===== config.mk =====
export PLATFORM = sky130hd
export DESIGN_NAME = fetch_unit
export DESIGN_NICKNAME = d
export VERILOG_FILES = /design/src/rtl/fetch_unit.sv
export SDC_FILE = /design/constraint.sdc
export NUM_CORES = 1
export LEC_CHECK = 0
export CAP_MARGIN = 20
export CELL_PAD_IN_SITES_DETAIL_PLACEMENT = 0
export CELL_PAD_IN_SITES_GLOBAL_PLACEMENT = 2
export CORE_AREA = 2 2 65 67
export DETAILED_ROUTE_END_ITERATION = 10
export DIE_AREA = 0 0 67 69
export PLACE_DENSITY_LB_ADDON = 0.05
export SETUP_SLACK_MARGIN = 0.15
export SYNTH_ARGS = -nofsm -noshare
export SYNTH_HDL_FRONTEND = slang
export SYNTH_SLANG_ARGS = --single-unit
export TNS_END_PERCENT = 5

===== constraint.sdc =====
create_clock -name clk -period 1.45 [get_ports clk]
set_input_delay 0.2175 -clock clk [delete_from_list [all_inputs] [get_ports clk]]
set_output_delay 0.2175 -clock clk [all_outputs]
set_load 0.02 [all_outputs]

===== src/rtl/fetch_unit.sv =====
// Fetch stage: sequences the PC into a 1-cycle-latency instruction memory and pairs each
// returned word with its PC. Define FETCH_HALT_EN to stop fetching on the HALT_OP opcode.
module fetch_unit #(
   parameter int                ADDR_W   = 4,
   parameter int                INSTR_W  = 12,
   parameter logic [ADDR_W-1:0] RESET_PC = '0,
   parameter logic [3:0]        HALT_OP  = 4'hF
) (
   input  logic               clk,
   input  logic               reset_n,
   input  logic               start,
   input  logic               stall,
   input  logic               branch_taken,
   input  logic [ADDR_W-1:0]  branch_target,
   output logic [ADDR_W-1:0]  read_address,
   input  logic [INSTR_W-1:0] instruction_in,
   output logic [INSTR_W-1:0] instr_out,
   output logic [ADDR_W-1:0]  pc_out,
   output logic               instr_valid,
   output logic               halted
);

   typedef enum logic [1:0] {IDLE, RUN, HALT} state_t;

`ifdef FETCH_HALT_EN
   localparam bit HALT_EN = 1'b1;
`else
   localparam bit HALT_EN = 1'b0;
`endif

   state_t             state;
   logic [ADDR_W-1:0]  pc;
   logic [ADDR_W-1:0]  pc_q;
   logic               valid_q;
   logic               halt_op_seen;

   assign halt_op_seen = (instruction_in[INSTR_W-1 -: 4] == HALT_OP);

   // A stall re-reads pc_q so the memory keeps returning the held instruction.
   always_comb begin
      read_address = pc;
      if (state == RUN) begin
         if (branch_taken)
            read_address = branch_target;
         else if (stall)
            read_address = pc_q;
      end
   end

   assign instr_valid = valid_q;
   assign instr_out   = valid_q ? instruction_in : '0;
   assign pc_out      = pc_q;

`ifdef FETCH_HALT_EN
   assign halted = (state == HALT);
`else
   assign halted = 1'b0;
`endif

   always_ff @(posedge clk or negedge reset_n) begin
      if (!reset_n) begin
         pc      <= RESET_PC;
         pc_q    <= RESET_PC;
         valid_q <= 1'b0;
         state   <= IDLE;
      end else begin
         case (state)
            IDLE: begin
               if (start) begin
                  state   <= RUN;
                  valid_q <= 1'b1;
                  pc_q    <= pc;
                  pc      <= pc + ADDR_W'(1);
               end
            end
            RUN: begin
               if (branch_taken) begin
                  pc_q    <= branch_target;
                  pc      <= branch_target + ADDR_W'(1);
                  valid_q <= 1'b1;
               end else if (!stall) begin
                  if (HALT_EN && valid_q && halt_op_seen) begin
                     state   <= HALT;
                     valid_q <= 1'b0;
                  end else begin
                     pc_q <= pc;
                     pc   <= pc + ADDR_W'(1);
                  end
               end
            end
            default: begin
               // HALT: everything frozen until reset
            end
         endcase
      end
   end

endmodule


==> impl_metrics.json <==
{
  "status": "finished with violations",
  "violations": "setup timing",
  "core_area_um2": 3914,
  "cp-endpoint": "read_address[2]",
  "diodes": 0,
  "grt_use_met3": 0.02121,
  "final_cell_area_um2": 1379,
  "syn_area_um2": 710.7,
  "setup-tns-final_ns": -0.006432,
  "dp_hpwl_um": 1780,
  "ff2ff_setup_slack_ns": 0.08,
  "cts_made_buffers": 3,
  "p_per_area_nw_per_um2": 836.7,
  "startpoint": "state[0]$_DFFE_PN0P_",
  "final_nets": 161,
  "vias": 758,
  "clk_latency_ns": 0.24,
  "synthArstFlopShare": 1.000,
  "ys_seq_elements": 10,
  "grt_pass1_vias": 813,
  "clockRootBuffer": "clkbuf_8",
  "cts_tree": "built",
  "clkTransAtPathRegs_ns": 0.05,
  "area_growth_pct": 94.01,
  "die_h_um": 69,
  "tightest_slew_ns": 0.5119,
  "timing.hold.ws_ns": 0.3155,
  "finalSetupViolCount": 1,
  "startpoint_type": "flop",
  "setup_ws_ns": -0.006432,
  "ys_types": 27,
  "fmax_ghz": 0.6866,
  "busiest_layer": "met2",
  "cts_buffer_depth": 2,
  "ios": 43,
  "cp.required_ns": 1.23,
  "worstPathArrival_ns": 1.24,
  "rows": 23,
  "worstRegToRegCells": 5,
  "totalWireLength_um": 2306,
  "total_power_mw": 1.154,
  "rr_endpoint": "pc[3]$_DFFE_PN0P_",
  "start_util": 0.1816,
  "dieArea_um2": 4623,
  "max_slew_margin": 0.6576,
  "vdd_ir_drop_max_mv": 0.4191,
  "drtIter0Drc": 15,
  "maxCapViolCount": 0,
  "path_class": "flop to output port",
  "wl_per_cell_um": 12.33,
  "layout_commonest_cell": "buf_4",
  "final_cell_mix": "buf_4, clkdlybuf4s50_1, buf_6",
  "layout-drive-gt1-share": 0.5036,
  "rsz0062_at_grt": "true",
  "finClkSkew_ns": 0.002704,
  "clkSinkCount": 10,
  "hold_path.class": "input pin to asynchronous set/reset pin",
  "min_period_over_period": 1.004,
  "ys_top_cells_by_area": "dfrtp_1, and2_1, mux2_2, a21oi_1, o22ai_2",
  "place.gp.congestion": 0.6688,
  "critPathMaxFanout": 8,
  "synth.largest_area_cell": "dfrtp_1",
  "synth_edf_count": 0,
  "cp-end-kind": "output port",
  "r2r-start": "state[0]$_DFFE_PN0P_",
  "post_dp_cell_area_um2": 1296,
  "grt_pass1_wl_um": 3870,
  "yosysWarnings": 0,
  "overflow": 0,
  "grt_antenna_before_repair": 0,
  "hold_viol": 0,
  "htreeDepth": 1,
  "grt.total_usage": 0.1099,
  "die_w_um": 67,
  "syn-num-nets": 99,
  "ant_nets": 0,
  "p_leak_nw": 0.6010,
  "grt_max_degree": 11,
  "synth_seq_area_share": 0.3521,
  "grtUsageMet2": 0.1705,
  "synth_top_area_share": 0.3521,
  "drc": 0,
  "port_buffers": 41,
  "drt_first_pass_iters": 4,
  "ys.flop_type": "dfrtp_1",
  "met1_usage": 0.1426,
  "pre_cts_ws_ns": -0.5971,
  "period_minus_slack_ns": 1.456,
  "syn_area_per_cell_um2": 9.351,
  "routed_via_density": 4.053,
  "slew_viol_final": 0,
  "synthCells": 76
}
## registers in the layout, summed over array words and instances, names as in the netlist
| signal | count |
|---|---|
| state | 1 |
| instr_valid | 1 |
| pc_out | 4 |
| pc | 4 |
## routing by layer
layer	routed length, um	part of all wire
met1	1068	0.46
met2	1073	0.47
met3	117	0.051
met4	47	0.020
met5	0	0
## logic make-up after synthesis
| group | share of synthesized area |
|---|---|
| adders and majority gates | 0.03521 |
| and+or+nand+nor | 0.2130 |
| muxes | 0.07746 |
| DFF | 0.3521 |
| buffers and inverters | 0.06338 |
| AOI/OAI and AO/OA | 0.2042 |
| xor gates and xnor gates | 0.04930 |
| other | 0.005277 |
## critical path, stage by stage, from the launching register on
cell     delay, ns
dfrtp_2       0.48
nand2_4       0.11
o22ai_1       0.09
a21oi_2       0.18
buf_6         0.14
## final cells by class
class                   instances  area (um2)
well taps                      50       62.56
repair buffers                 61       528.0
inverters                       3       11.26
multi-input cells              59       469.2
clock buffers                   4       55.05
fillers                       445        2535
flip-flops and latches         10       252.7
## synthesized netlist by cell type (2+ instances only)
library cell / count
inv_1: 3
o22ai_2: 3
o22ai_1: 4
ha_1: 2
nor2_1: 7
dfrtp_1: 10
a31oi_1: 2
a21oi_1: 8
xor2_1: 3
buf_6: 2
and2_1: 12
mux2_2: 4
nor2b_2: 2
## power by group
group	internal, mW	total, mW	leakage, nW	switching (mW)
logic	0.246	0.444	0.466	0.198
registers	0.315	0.345	0.107	0.0300
clock network	0.240	0.364	0.0288	0.124
total	0.801	1.15	0.601	0.352
## stage by stage
step,util,cells
after floorplan,-,76
after global placement,0.3312,182
after detailed placement,0.3312,182
after CTS,0.3453,187
after global routing,0.3523,187
final,0.3523,187
## repair_timing
item                                    4_1_cts  5_1_grt
buffers inserted                              1        0
gates resized for setup                     105       13
hold buffers                                  0        0
endpoints found under the setup margin       29       20
pin swaps                                     8        6
gates cloned                                  0        0
## how the worst min path moves through the flow
stage,end,slack [ns],cells past startpoint
after floorplan,instr_valid$_DFFE_PN0P_,-0.08,0
final,pc_out[2]$_DFFE_PN0P_,0.32,1
after CTS,pc_out[2]$_DFFE_PN0P_,0.33,1
after global placement,pc_out[2]$_DFFE_PN0P_,0.59,1
after detailed placement,pc_out[2]$_DFFE_PN0P_,0.59,1
after global routing,pc_out[3]$_DFFE_PN0P_,0.36,1
No activity file was read; power rests on OpenSTA's default activity.
